## src/rtl/fp_mul_issue.sv

```systemverilog
// Issue/capture wrapper around the combinational single-precision multiplier.
// Queues operand pairs, feeds the head pair to the multiplier and registers the result with NaN/Inf fix-up.
module fp_mul_issue #(
  parameter int DEPTH = 4,
  localparam int CW = $clog2(DEPTH) + 1
) (
  input  logic          Clk,
  input  logic          Rst,
  input  logic          InValid,
  output logic          InReady,
  input  logic [31:0]   InA,
  input  logic [31:0]   InB,
  output logic [31:0]   MulA,
  output logic [31:0]   MulB,
  input  logic [31:0]   MulOut,
  output logic          OutValid,
  input  logic          OutReady,
  output logic [31:0]   Out,
  output logic [3:0]    OutFlags,
  output logic [CW-1:0] Count
);

  localparam int AW = $clog2(DEPTH);

  logic [31:0]   memA [DEPTH];
  logic [31:0]   memB [DEPTH];
  logic [AW-1:0] wrPtr;
  logic [AW-1:0] rdPtr;
  logic          empty;
  logic          full;
  logic          push;
  logic          pop;
  logic          aNan, aInf, aZero, aDen;
  logic          bNan, bInf, bZero, bDen;
  logic          resNan, resInf, resZero, resDen;
  logic [31:0]   resOut;

  // Full/empty come from the occupancy counter so pointers can simply wrap.
  assign empty   = (Count == '0);
  assign full    = (Count == CW'(DEPTH));
  assign InReady = !Rst && !full;
  assign push    = InValid && InReady;
  assign pop     = !empty && (!OutValid || OutReady);

  assign MulA = empty ? 32'd0 : memA[rdPtr];
  assign MulB = empty ? 32'd0 : memB[rdPtr];

  always_comb begin
    aNan = (MulA[30:23] == 8'hFF) && (MulA[22:0] != 23'd0);
    aInf = (MulA[30:23] == 8'hFF) && (MulA[22:0] == 23'd0);
    aZero = (MulA[30:23] == 8'h00) && (MulA[22:0] == 23'd0);
    aDen = (MulA[30:23] == 8'h00) && (MulA[22:0] != 23'd0);
    bNan = (MulB[30:23] == 8'hFF) && (MulB[22:0] != 23'd0);
    bInf = (MulB[30:23] == 8'hFF) && (MulB[22:0] == 23'd0);
    bZero = (MulB[30:23] == 8'h00) && (MulB[22:0] == 23'd0);
    bDen = (MulB[30:23] == 8'h00) && (MulB[22:0] != 23'd0);
  end

  // The multiplier yields 0 for any exponent-0xFF operand, so NaN/Inf results are substituted here.
  always_comb begin
    resNan  = aNan || bNan || (aInf && bZero) || (aZero && bInf);
    resInf  = !resNan && (aInf || bInf);
    resZero = !resNan && !resInf && (aZero || bZero);
    resDen  = aDen || bDen;
    resOut  = MulOut;
    if (resNan) begin
      resOut = 32'h7FC00000;
    end else if (resInf) begin
      resOut = {MulA[31] ^ MulB[31], 8'hFF, 23'd0};
    end
  end

  always_ff @(posedge Clk) begin
    if (push) begin
      memA[wrPtr] <= InA;
      memB[wrPtr] <= InB;
    end
  end

  always_ff @(posedge Clk) begin
    if (Rst) begin
      wrPtr <= '0;
      rdPtr <= '0;
      Count <= '0;
    end else begin
      if (push) begin
        wrPtr <= wrPtr + AW'(1);
      end
      if (pop) begin
        rdPtr <= rdPtr + AW'(1);
      end
      case ({push, pop})
        2'b10:   Count <= Count + CW'(1);
        2'b01:   Count <= Count - CW'(1);
        default: Count <= Count;
      endcase
    end
  end

  // Out/OutFlags only change on a pop, so a consumed result leaves its last value visible.
  always_ff @(posedge Clk) begin
    if (Rst) begin
      OutValid <= 1'b0;
      Out      <= '0;
      OutFlags <= '0;
    end else if (pop) begin
      OutValid <= 1'b1;
      Out      <= resOut;
      OutFlags <= {resNan, resInf, resZero, resDen};
    end else if (OutReady) begin
      OutValid <= 1'b0;
    end
  end

endmodule

```

## config.mk

```make
export PLATFORM = sky130hd
export DESIGN_NAME = fp_mul_issue
export DESIGN_NICKNAME = d
export VERILOG_FILES = /design/src/rtl/fp_mul_issue.sv
export SDC_FILE = /design/constraint.sdc
export NUM_CORES = 1
export LEC_CHECK = 0
export ABC_AREA = 1
export CAP_MARGIN = 15
export CORE_MARGIN = 3
export CORE_UTILIZATION = 52
export DETAILED_ROUTE_END_ITERATION = 7
export GPL_TIMING_DRIVEN = 0
export PLACE_DENSITY_LB_ADDON = 0.08
export SETUP_SLACK_MARGIN = 0.3
export SYNTH_ARGS = -nofsm -noshare
export SYNTH_HDL_FRONTEND = slang
export SYNTH_SLANG_ARGS = --single-unit
export TNS_END_PERCENT = 5
```

## constraint.sdc

```tcl
create_clock -name Clk -period 4.4 [get_ports Clk]
set_input_delay 0.44 -clock Clk [delete_from_list [all_inputs] [get_ports Clk]]
set_output_delay 0.44 -clock Clk [all_outputs]
set_load 0.005 [all_outputs]
```

==> flow_results.org, run 1 <==
** Status
- The flow ran to the end, and the final reports show no timing, DRC or antenna violations.

** Hold path
- Hold wc startpoint :: Rst
- The worst hold path passes through 2 cells.
- The path with the worst hold slack has its endpoint at OutFlags[3]$_SDFFE_PP0P_.
- Min-delay worst type :: input port to flip-flop

** Detailed routing
- Per-cell via count in the routed design :: 5.26
- The pre-antenna-repair detailed-routing pass consisted of 5 iterations.
- Detailed-route via count :: 9794
- Routed length per placed instance :: 18.1 µm
- Wire length reported by the detailed router :: 33800 µm
- Detail Route Antenna Nets :: 0
- The first routing iteration left 915 violations.
- Number of design rule violations left after detail routing :: 0

** Clocking
- Post-CTS repair changed the size of 0 cells.
- The H-tree was split into 2 levels.
- CTS tree :: yes
- The tree is rooted in a clkbuf_16.
- The clock reaches the later pin of the worst-skew pair after 0.50 ns.
- CTS Sinks :: 302
- Max clock buf depth :: 3
- TritonCTS created 34 clock buffers.
- CTS Hold Buffers Added :: 0
- Buffers added to address setup during post-CTS repair amount to 0.
- Clock slew seen by the registers of the worst setup and hold paths :: 0.06 ns

** Global route
- For this run the aggregate overflow at the end of global routing stands at 0.
- GR Util All Layers :: 25.4%
- Wire length of the first global-routing pass :: 51600 µm
- The via count of the first global-routing pass is 9465.
- Entering global routing, the biggest net connects 27 pins.
- Antenna violations before repair :: 0

** Timing
- Headroom to the max-slew limit came out at 40.9%.
- After layout, the worst path uses 86.7% of the clock period.
- At the pin with the least slew margin, the transition time is 0.884 ns.
- Final critical path time including I/O delays and setup :: 3.81 ns
- Layout Skew :: 0.0143 ns
- Setup repair after global routing left no endpoint under its margin.
- Final setup viols :: 0
- Worst Hold Slack :: 0.433 ns
- Endpoints failing hold :: 0
- The count of pins over their slew limit was 0.
- Setup ws final :: 0.586 ns
- Static timing analysis puts the maximum clock frequency at 0.262 GHz.

** Layout
- Area growth, synth to finish :: 29.4%
- Cells with a size suffix above 1 make up 6.87% of the layout.
- Cell area after layout :: 16500 µm²
- # fillers :: 1800
- Final Non-Filler Cells :: 1863
- Once layout is complete, the utilization of the core stands at 69.4%.
- In the final design database the tool counted 1625 nets.
- Final antenna diode count :: 0

** Job
- The tool flagged a number of max-cap violations equal to 0.

** Placed design
- Routability-driven placement finished with a final weighted congestion of 0.825.
- Including well taps, the total number of placed cells is 1802.
- In this run the cell area measured after placement is 15400 µm².
- Prior to clock tree synthesis, the placed netlist has a worst setup slack of 0.707 ns.
- Number of input and output port buffers inserted :: 203
- After legalization and detailed placement, the total HPWL measured 22800 µm.

** Logic synthesis
- Of all flip-flops after synthesis, the portion carrying an async set or reset was 0%.
- By area the synthesized netlist is led by edfxtp_1, nand2_1, dfxtp_1.
- In the synthesized netlist the dominant register cell turns out to be edfxtp_1.
- After synthesis, the largest area contributor takes up 60.2% of total cell area.
- nand2_1 is the most common cell in the netlist.
- The synthesized netlist contains 26 unique library cells.
- Number of instances in the synthesized netlist :: 1272
- Sorting the synthesized cells by how often they occur yields nand2_1, edfxtp_1, inv_1, nor2_1, nand3_1.
- Share of the yosys chip area belonging to registers :: 67.4%
- The number of nets handed over by synthesis was 1378.
- Number of synthesized flops with an enable pin :: 256
- For this run, the number of Yosys warnings is 0.
- Dividing the synthesized area by the synthesized cell count gives 10.0 µm².
- The synthesized design contains 302 register bits.
- Post-Synthesis Cell Area :: 12800 µm²
- Library cell occupying the most area in the post-synthesis netlist :: edfxtp_1

** Floorplanning
- The die is 163 µm tall.
- The die is 163 µm wide.
- During I/O placement, the number of pins put on the boundary was 205.
- In this run the core area contains 56 standard-cell rows.
- The die covers 26500 µm².
- The floorplan step defined a core boundary enclosing 23800 µm².
- Starting Density :: 53.6%

** Worst setup path
- For the worst flop-to-flop path, the logic depth is 13.
- CP Launch Type :: flip-flop
- Critical R2R Launch :: Count[1]$_SDFFE_PP0P_
- Slack of the worst reg-to-reg path :: 0.69 ns
- Highest net fanout along the worst path :: 10
- For the worst setup path, the data required time is 3.96 ns.
- In this run the critical register-to-register path is captured at Count[2]$_SDFFE_PP0P_.
- STA classifies the critical path endpoint as an output pin.
- CP arrival :: 3.37 ns
- Worst Setup Path Type :: flip-flop to output pin

** Power and ir drop
- Leakage Power :: 6.83 nW
- Power per unit of standard cell area :: 605 nW/µm²
- Peak supply drop :: 0.000360 V
[state kept, by name, summed over array words and instances (netlist names), named ones only]
| register | flops |
|---|---|
| memA | 128 |
| memB | 128 |
| Out | 32 |
| OutFlags | 4 |
| Count | 3 |
| rdPtr | 2 |
| wrPtr | 2 |
| OutValid | 1 |
[worst max path at each step]
stage                                     start                    end  slack (ns)
final                     Count[1]$_SDFFE_PP0P_                MulA[4]        0.59
after CTS                 Count[1]$_SDFFE_PP0P_                MulA[4]        0.57
after floorplan                             Rst   memA[0][0]$_DFFE_PP_        0.16
after global routing      Count[0]$_SDFFE_PP0P_  Count[2]$_SDFFE_PP0P_        0.32
after global placement                      Rst  memA[0][13]$_DFFE_PP_       -2.30
after detailed placement  Count[1]$_SDFFE_PP0P_  Count[2]$_SDFFE_PP0P_        0.71
[final cells by class]
type | count | area, µm² | share of cell area, %
Sequential cell | 302 | 8610 | 52.1
Multi-Input combinational cell | 743 | 3260 | 19.7
Timing Repair Buffer | 211 | 2210 | 13.4
Clock buffer | 43 | 936 | 5.66
Inverter | 162 | 608 | 3.68
Tap cell | 319 | 399 | 2.41
Buffer | 65 | 333 | 2.01
Clock inverter | 18 | 174 | 1.05
[per-layer routing]
metal  up-vias  share of wire, %  global-route usage (%)
met5         -                 0                       0
met1      4582                42                    35.1
met4         0               2.9                    8.38
met2       464                47                    41.2
met3        66               8.7                    4.53
li1       4682                 -                       -
[power by group]
part / internal [mW] / total, mW / switching [mW] / leakage [nW]
Combinational: 1.55 / 3.79 / 2.24 / 3.58
Sequential: 3.35 / 3.44 / 0.0898 / 2.70
Clock: 1.69 / 2.78 / 1.09 / 0.543
Total: 6.59 / 10.0 / 3.42 / 6.83
[kinds of logic (layout without fill, tap and decap cells)]
group / Yosys count / after routing / share of synthesized area, %
XOR/XNOR: 1 / 1 / 0.0686
AO/OA/AOI/OAI: 128 / 128 / 5.26
adder cells (fa/ha/maj): 6 / 6 / 0.646
buffers and inverters: 227 / 499 / 7.36
flip-flops: 302 / 302 / 67.4
AND/OR/NAND/NOR: 608 / 608 / 19.3
[per-stage QoR]
stage / setup TNS, ns / power, mW
floorplan: 0 / 5.40
global placement: -568.74 / 7.19
detailed placement: 0 / 7.26
CTS: 0 / 10.0
global route: 0 / 10.6
finish: 0 / 10.0
[cells in the final DEF (no fill, tap or decap), drive strengths merged, types with 2 or more instances in the layout]
cell type      instances
dfxtp                 46
a221oi                 2
nor2                 116
bufinv                 3
nand4                 25
clkbuf                65
ha                     5
buf                   51
inv                  163
nand3                 86
clkinvlp               2
nand2                379
clkdlybuf4s50        203
o211ai                 9
o21ai                 56
edfxtp               256
clkinv                12
a21oi                 60
[critical path, cell delays in order (launching register included)]
cell and delay (ns):
dfxtp_1 0.35, inv_1 0.10, nand3_1 0.13, clkinv_1 0.44, clkbuf_1 0.42, clkbuf_1 0.46
a21oi_1 0.41, clkdlybuf4s50_1 0.57
(Power assumes the default switching activity.)
==> inputs of run 2 (changes only) <==
--- a/config.mk
+++ b/config.mk
@@ -8,7 +8,7 @@
 export ABC_AREA = 1
 export CAP_MARGIN = 15
 export CORE_MARGIN = 3
-export CORE_UTILIZATION = 52
+export CORE_UTILIZATION = 54
 export DETAILED_ROUTE_END_ITERATION = 7
 export GPL_TIMING_DRIVEN = 0
 export PLACE_DENSITY_LB_ADDON = 0.08
==> flow_results.org, run 2 (synthesis results as in run 1) <==
** Layout
- Share of final-layout standard cells stronger than drive strength 1 :: 7.19% (was 6.87%)
- The flip-flop and latch area came to 8610 µm² (unchanged).
- The layout-stage area growth over the synthesis result came to 29.8% (was 29.4%).
- Combined area of the multi-input logic cells :: 3260 µm² (about the same)
- The net count of the finished layout is 1624 (was 1625).
- Biggest registers after layout :: memA x128, memB x128, Out x32 (unchanged)
- # fillers :: 1635 (was 1800)
- Most common cell after layout, fill and taps aside :: nand2_1 (unchanged)
- Cell area after layout :: 16600 µm² (was 16500 µm²)
- Commonest cells after routing, fill and taps aside: nand2_1, edfxtp_1, clkdlybuf4s50_1 (unchanged).

** Placed design
- The post-place setup slack came to 0.703 ns (was 0.707 ns).
- Placement Cell Area :: 15500 µm² (was 15400 µm²)
- The number of port buffers is 203 (unchanged).
- Detail Placement HPWL :: 22700 µm (was 22800 µm)
- Global placement routability congestion :: 0.830 (was 0.825)

** Floorplanning
- Row count :: 55 (was 56)
- The count of boundary I/O pins came to 205 (unchanged).
- The effective utilization at floorplan came to 55.8% (was 53.6%).
- The die extent in y came to 160 µm (was 163 µm).
- Die footprint :: 25500 µm² (was 26500 µm²)
- Die width :: 160 µm (was 163 µm)
- The area of the core is 22900 µm² (was 23800 µm²).

** Timing
- The final total negative setup slack came to 0 ns (unchanged).
- The count of pins over their slew limit came to 0 (unchanged).
- Setup ws final :: 0.514 ns (was 0.586 ns)
- The final-report setup violation count was 0 (unchanged).
- Rel. slew slack :: 41.2% (was 40.9%)
- Slew at the pin closest to its max-slew limit :: 0.882 ns (was 0.884 ns)
- Endpoints failing hold :: 0 (unchanged)
- Final critical path time including I/O delays and setup :: 3.89 ns (was 3.81 ns)
- The worst clock skew came to 0.0185 ns (was 0.0143 ns).
- Worst Hold Slack :: 0.300 ns (was 0.433 ns)
- Setup repair after global routing missed its margin :: false (unchanged)
- The share of the cycle needed by the critical path after routing is 88.3% (was 86.7%).
- Maximum frequency from static timing analysis :: 0.257 GHz (was 0.262 GHz)

** Job
- The max-cap check violation count came to 0 (unchanged).

** Clocking
- The TritonCTS clock tree is yes (unchanged).
- Max clock buf depth :: 3 (unchanged)
- Clock slew seen by the registers of the worst setup and hold paths :: 0.06 ns (about the same)
- The number of buffers added for setup after CTS is 0 (unchanged).
- Library cell used as clock root buffer :: clkbuf_16 (unchanged)
- Number of levels in the clock H-tree :: 1 (was 2)
- The number of CTS-inserted buffers is 31 (was 34).
- CTS Sinks :: 302 (unchanged)
- The number of hold-repair buffers added at the cts stage is 0 (unchanged).
- Insertion delay to the later sink of the worst-skew pair :: 0.57 ns (was 0.50 ns)
- The post-CTS resize count was 0 (unchanged).

** Power and ir drop
- Total power draw :: 10.1 mW (was 10.0 mW)
- Power per unit of standard cell area :: 608 nW/µm² (was 605 nW/µm²)
- Peak supply drop :: 0.000467 V (was 0.000360 V)
- Leakage Power :: 6.84 nW (was 6.83 nW)

** Worst setup path
- The worst-case reg-to-reg path depth is 13 (unchanged).
- The biggest fanout along the worst timing path was 10 (unchanged).
- Max stage delay on crit path :: 0.57 ns (about the same)
- The worst-path cell with the longest stage delay is clkdlybuf4s50_1 (unchanged).
- CP arrival :: 3.45 ns (was 3.37 ns)
- Cells along the critical path :: inv_1 > nand3_1 > clkinv_1 > clkbuf_1 > clkbuf_1 > a21oi_1 > clkdlybuf4s50_1 (unchanged)
- The endpoint of the worst-slack reg-to-reg timing path is Count[2]$_SDFFE_PP0P_ (unchanged).
- Slack of the worst reg-to-reg path :: 0.86 ns (was 0.69 ns)
- Cell mode on critical path :: clkbuf_1 (unchanged)
- WP data required :: 3.96 ns (about the same)
- The origin of the critical flop-to-flop path is Count[0]$_SDFFE_PP0P_ (was Count[1]$_SDFFE_PP0P_).
- The kind of start point of the critical path is a flip-flop (unchanged).
- The capturing element of the worst setup path is MulA[4] (unchanged).
- The type of the setup path with the least slack is flip-flop to output pin (unchanged).
- CP Capture Type :: output pin (unchanged)
- Worst setup startpoint :: Count[0]$_SDFFE_PP0P_ (was Count[1]$_SDFFE_PP0P_)

** Detailed routing
- The total via count in the routed design is 9885 (was 9794).
- The number of nets still failing antenna checks after routing is 0 (unchanged).
- The average wire per cell in the routed design is 18.3 µm (was 18.1 µm).
- Iteration count of the initial detailed-routing pass :: 5 (unchanged)
- Number of design rule violations left after detail routing :: 0 (unchanged)
- The wire length reported by the detailed router came to 34000 µm (was 33800 µm).
- Drt initial violations :: 1183 (was 915)
- Per-cell via count in the routed design :: 5.32 (was 5.26)

** Global route
- The global-route usage over all layers is 25.8% (was 25.4%).
- Maximum number of pins on one net before global-route repair :: 29 (was 27)
- The wire length of the first global-routing pass was 51600 µm (about the same).
- Number of global-route vias before repair :: 9404 (was 9465)
- The sum of overflow across all layers after global routing was 0 (unchanged).
- Antenna violations before repair :: 2 (was 0)

** Status
- Result of the run :: finished, final reports clean (unchanged)

** Hold path
- Min-delay worst type :: input port to flip-flop (unchanged)
==> run 2: cell count changes in the layout (fill, tap and decap cells not counted), moves of 2 or more <==
cell       previous run  this run
clkinv_1              6         1
clkbuf_16            35        31
clkinv_4              0         3
buf_12                5         7
bufinv_16             3         7
==> run 2: area by class of cell <==
cell class	instances	area share [%]
Buffer	65	2.01
Tap cell	313	2.36
Timing Repair Buffer	213	13.6
Clock inverter	20	1.86
Multi-Input combinational cell	743	19.6
Antenna cell	1	0.0151
Sequential cell	302	51.9
Inverter	162	3.67
Clock buffer	38	4.96
==> run 2: worst min-delay path by stage <==
stage | from | end | slack (ns) | depth (start not counted)
2_1_floorplan | rdPtr[1]$_SDFFE_PP0P_ | flip-flop | 0.44 | 2
3_3_place_gp | rdPtr[1]$_SDFFE_PP0P_ | rdPtr[1]$_SDFFE_PP0P_ | 0.45 | 2
3_5_place_dp | Out[5]$_SDFFE_PP0P_ | Out[5]$_SDFFE_PP0P_ | 0.46 | 2
4_1_cts | Rst | Out[17]$_SDFFE_PP0P_ | 0.30 | 2
5_1_grt | Rst | Out[17]$_SDFFE_PP0P_ | 0.32 | 2
6_report | Rst | Out[17]$_SDFFE_PP0P_ | 0.30 | 2
==> run 2: metal layers <==
layer / up-vias / share of wire (%) / GRT usage (%)
met5: - / 0.074 / 0
met4: 4 / 2.7 / 8.40
met3: 68 / 10 / 4.77
met2: 518 / 47 / 41.9
met1: 4610 / 40 / 35.5
li1: 4685 / - / -
==> run 2: critical path: cells and delay by family, from the launching register on <==
family          cells  cell delay [ns]
buf+inv             5             2.00
flops               1             0.33
simple gates        1             0.12
compound gates      1             0.42
==> run 2: power breakdown <==
group | internal (mW) | leakage, nW | switching, mW
sequential | 3.35 | 2.70 | 0.0921
combinational | 1.56 | 3.60 | 2.24
clock | 1.75 | 0.543 | 1.10
==> run 2: metrics by stage <==
| stage | util [%] | std cells |
|---|---|---|
| 5_1_grt | 72.4 | 1856 |
| 3_3_place_gp | 66.3 | 1788 |
| 6_report | 72.4 | 1857 |
| 3_5_place_dp | 67.4 | 1798 |
| 4_1_cts | 72.4 | 1856 |
| 2_1_floorplan | - | 1272 |
==> inputs of run 3 (changes only) <==
--- a/config.mk
+++ b/config.mk
@@ -11,8 +11,8 @@
 export CORE_UTILIZATION = 54
 export DETAILED_ROUTE_END_ITERATION = 7
 export GPL_TIMING_DRIVEN = 0
-export PLACE_DENSITY_LB_ADDON = 0.08
-export SETUP_SLACK_MARGIN = 0.3
+export PLACE_DENSITY = 0.86
+export SKIP_CTS_REPAIR_TIMING = 1
 export SYNTH_ARGS = -nofsm -noshare
 export SYNTH_HDL_FRONTEND = slang
 export SYNTH_SLANG_ARGS = --single-unit
==> flow_results.org, run 3 (synthesis results as in run 1) <==
** Global route
- The met3 capacity usage during global routing came to 3.66% (was 4.77%).
- The largest net degree at the start of global routing is 31 (was 29).
- The via count of the first global-routing pass came to 9999 (was 9404).
- Met1 usage :: 34.9% (was 35.5%)
- Wire length of the first global-routing pass :: 53300 µm (was 51600 µm)
- The routing layer with the top usage in global route was met2 (unchanged).
- The global routing met2 resource utilization is 43.9% (was 41.9%).
- The sum of overflow across all layers after global routing was 0 (unchanged).
- Antenna violations before repair :: 2 (unchanged)
- The global-route usage over all layers is 26.5% (was 25.8%).

** Clocking
- TritonCTS Buffers :: 29 (was 31)
- The later-pin clock latency in the skew report was 0.55 ns (was 0.57 ns).
- The root cell of the clock tree is clkbuf_16 (unchanged).
- CTS Sinks :: 302 (unchanged)
- Number of levels in the clock H-tree :: 1 (unchanged)
- Max clock buf depth :: 3 (unchanged)
- The clock-pin slew of the registers on the worst-case setup and hold paths is 0.06 ns (about the same).
- The TritonCTS clock tree was yes (unchanged).

** Timing
- Final setup viols :: 0 (unchanged)
- The share of the cycle needed by the critical path after routing is 85.6% (was 88.3%).
- The count of pins over their slew limit came to 0 (unchanged).
- The max-slew headroom at the worst pin came to 47.7% (was 41.2%).
- The number of hold-slack violations in the final timing report is 0 (unchanged).
- The worst-margin pin slew is 0.783 ns (was 0.882 ns).
- The maximum frequency from static timing analysis came to 0.265 GHz (was 0.257 GHz).
- The final total negative setup slack is 0 ns (unchanged).
- Setup repair after global routing missed its margin :: false (unchanged)
- The minimum clock period came to 3.77 ns (was 3.89 ns).
- The worst clock skew is 0.0213 ns (was 0.0185 ns).

** Layout
- Biggest registers after layout: memA x128, memB x128, Out x32 (unchanged).
- The commonest non-fill, non-tap cell in the layout was nand2_1 (unchanged).
- The layout filler cell count was 1528 (was 1635).
- Number of nets in the layout :: 1620 (was 1624)
- The non-filler instance count after layout was 1847 (was 1857).
- The proportion of layout cells with a drive suffix above 1 is 5.94% (was 7.19%).
- The layout-stage area growth over the synthesis result is 27.1% (was 29.8%).
- Commonest cells after routing, fill and taps aside :: nand2_1, edfxtp_1, clkdlybuf4s50_1 (unchanged)
- Finished Core Util :: 70.8% (was 72.4%)

** Power and ir drop
- Power per unit of standard cell area :: 588 nW/µm² (was 608 nW/µm²)
- Peak supply drop :: 0.000348 V (was 0.000467 V)
- The leakage dissipation is 6.69 nW (was 6.84 nW).

** Status
- Result of the run: finished, final reports clean (unchanged).

** Hold path
- The type of the worst min-delay path is input port to flip-flop (unchanged).
- The cell depth of the worst hold path came to 2 (unchanged).
- The hold-critical path endpoint is Out[18]$_SDFFE_PP0P_ (was Out[17]$_SDFFE_PP0P_).
- The startpoint of the most critical hold path is Rst (unchanged).

** Detailed routing
- The number of nets still failing antenna checks after routing came to 0 (unchanged).
- The wire length reported by the detailed router was 35100 µm (was 34000 µm).
- Per-cell via count in the routed design :: 5.49 (was 5.32)
- The number of design rule violations left after detail routing was 0 (unchanged).
- Drt initial violations :: 1150 (was 1183)
- Detailed-route via count :: 10100 (was 9885)
- The count of TritonRoute iterations in the first routing pass is 5 (unchanged).
- Routed length per placed instance :: 19.0 µm (was 18.3 µm)

** Worst setup path
- Reg2reg path depth :: 13 (unchanged)
- The arrival time at the worst endpoint was 3.33 ns (was 3.45 ns).
- The biggest fanout along the worst timing path is 10 (unchanged).
- Worst Setup Path Type :: flip-flop to output pin (unchanged)
- CP Capture Type :: output pin (unchanged)
- CP Launch Type :: flip-flop (unchanged)
- The endpoint of the worst-slack reg-to-reg timing path is Count[2]$_SDFFE_PP0P_ (unchanged).
- Critical R2R Launch :: Count[2]$_SDFFE_PP0P_ (was Count[0]$_SDFFE_PP0P_)
- WP data required :: 3.96 ns (about the same)
- Slack of the worst reg-to-reg path :: 0.66 ns (was 0.86 ns)

** Placed design
- Number of input and output port buffers inserted :: 203 (unchanged)
- The cell count after placement is 1796 (was 1798).
- Detail Placement HPWL :: 23900 µm (was 22700 µm)
- Global placement routability congestion :: 0.822 (was 0.830)

** Floorplanning
- Die height :: 160 µm (unchanged)
- The overall die width came to 160 µm (unchanged).
- The area of the core was 22900 µm² (unchanged).
- The die outline area is 25500 µm² (unchanged).
- The effective utilization at floorplan was 55.8% (unchanged).
- The number of standard-cell rows in the floorplan was 55 (unchanged).
- IO Pins :: 205 (unchanged)

** Job
- The max-cap check violation count came to 0 (unchanged).
==> run 3: layout make-up <==
| type | instances | area [µm²] | area share, % |
|---|---|---|---|
| multi-input cells | 743 | 3260 | 20.1 |
| inverters | 162 | 608 | 3.75 |
| clock inverters | 11 | 78.8 | 0.486 |
| well taps | 313 | 392 | 2.41 |
| repair buffers | 211 | 2190 | 13.5 |
| diodes | 2 | 5.00 | 0.0308 |
| plain buffers | 65 | 333 | 2.05 |
| flip-flops and latches | 302 | 8610 | 53.0 |
| clock buffers | 38 | 759 | 4.68 |
==> run 3: worst max-delay path, cell delays in order (launching register included) <==
cell and delay [ns]:
dfxtp_1 0.37, inv_1 0.09, nand3_1 0.10, clkinv_1 0.41, clkbuf_1 0.42, clkbuf_1 0.41, a21oi_1 0.39, clkdlybuf4s50_1 0.58
==> run 3: through the flow <==
| stage | total power, mW | setup slack (ns) | area (µm²) | hold slack, ns |
|---|---|---|---|---|
| 3_3_place_gp | 7.14 | -1.99 | 15200 | 0.452 |
| 5_1_grt | 10.0 | 0.406 | 16200 | 0.388 |
| 3_5_place_dp | 7.25 | 0.772 | 15400 | 0.457 |
| 2_1_floorplan | 5.40 | 0.164 | 12800 | 0.436 |
| 4_1_cts | 9.51 | 0.699 | 16200 | 0.320 |
| 6_report | 9.55 | 0.633 | 16200 | 0.344 |
==> run 3: worst max-delay path by stage <==
stage / start / end / slack, ns / cells after the start
2_1_floorplan: Rst / memA[0][0]$_DFFE_PP_ / 0.16 / 4
5_1_grt: Count[0]$_SDFFE_PP0P_ / Count[2]$_SDFFE_PP0P_ / 0.41 / 13
6_report: Count[2]$_SDFFE_PP0P_ / MulA[6] / 0.63 / 7
3_5_place_dp: Count[0]$_SDFFE_PP0P_ / Count[2]$_SDFFE_PP0P_ / 0.77 / 13
3_3_place_gp: Rst / memA[2][13]$_DFFE_PP_ / -1.99 / 4
4_1_cts: Count[0]$_SDFFE_PP0P_ / MulA[6] / 0.70 / 7
==> run 3: metal layers <==
layer / wire length, µm / vias to the layer above
li1: - / 4672
met1: 13300 / 4749
met2: 16800 / 596
met3: 3370 / 124
met4: 1610 / 0
met5: 0 / -
==> run 3: report_power, final <==
part	total, mW	switching, mW	internal (mW)	leakage (nW)
sequential	3.44	0.0961	3.35	2.70
clock	2.26	0.995	1.26	0.412
combinational	3.85	2.29	1.55	3.57
total	9.55	3.38	6.16	6.69
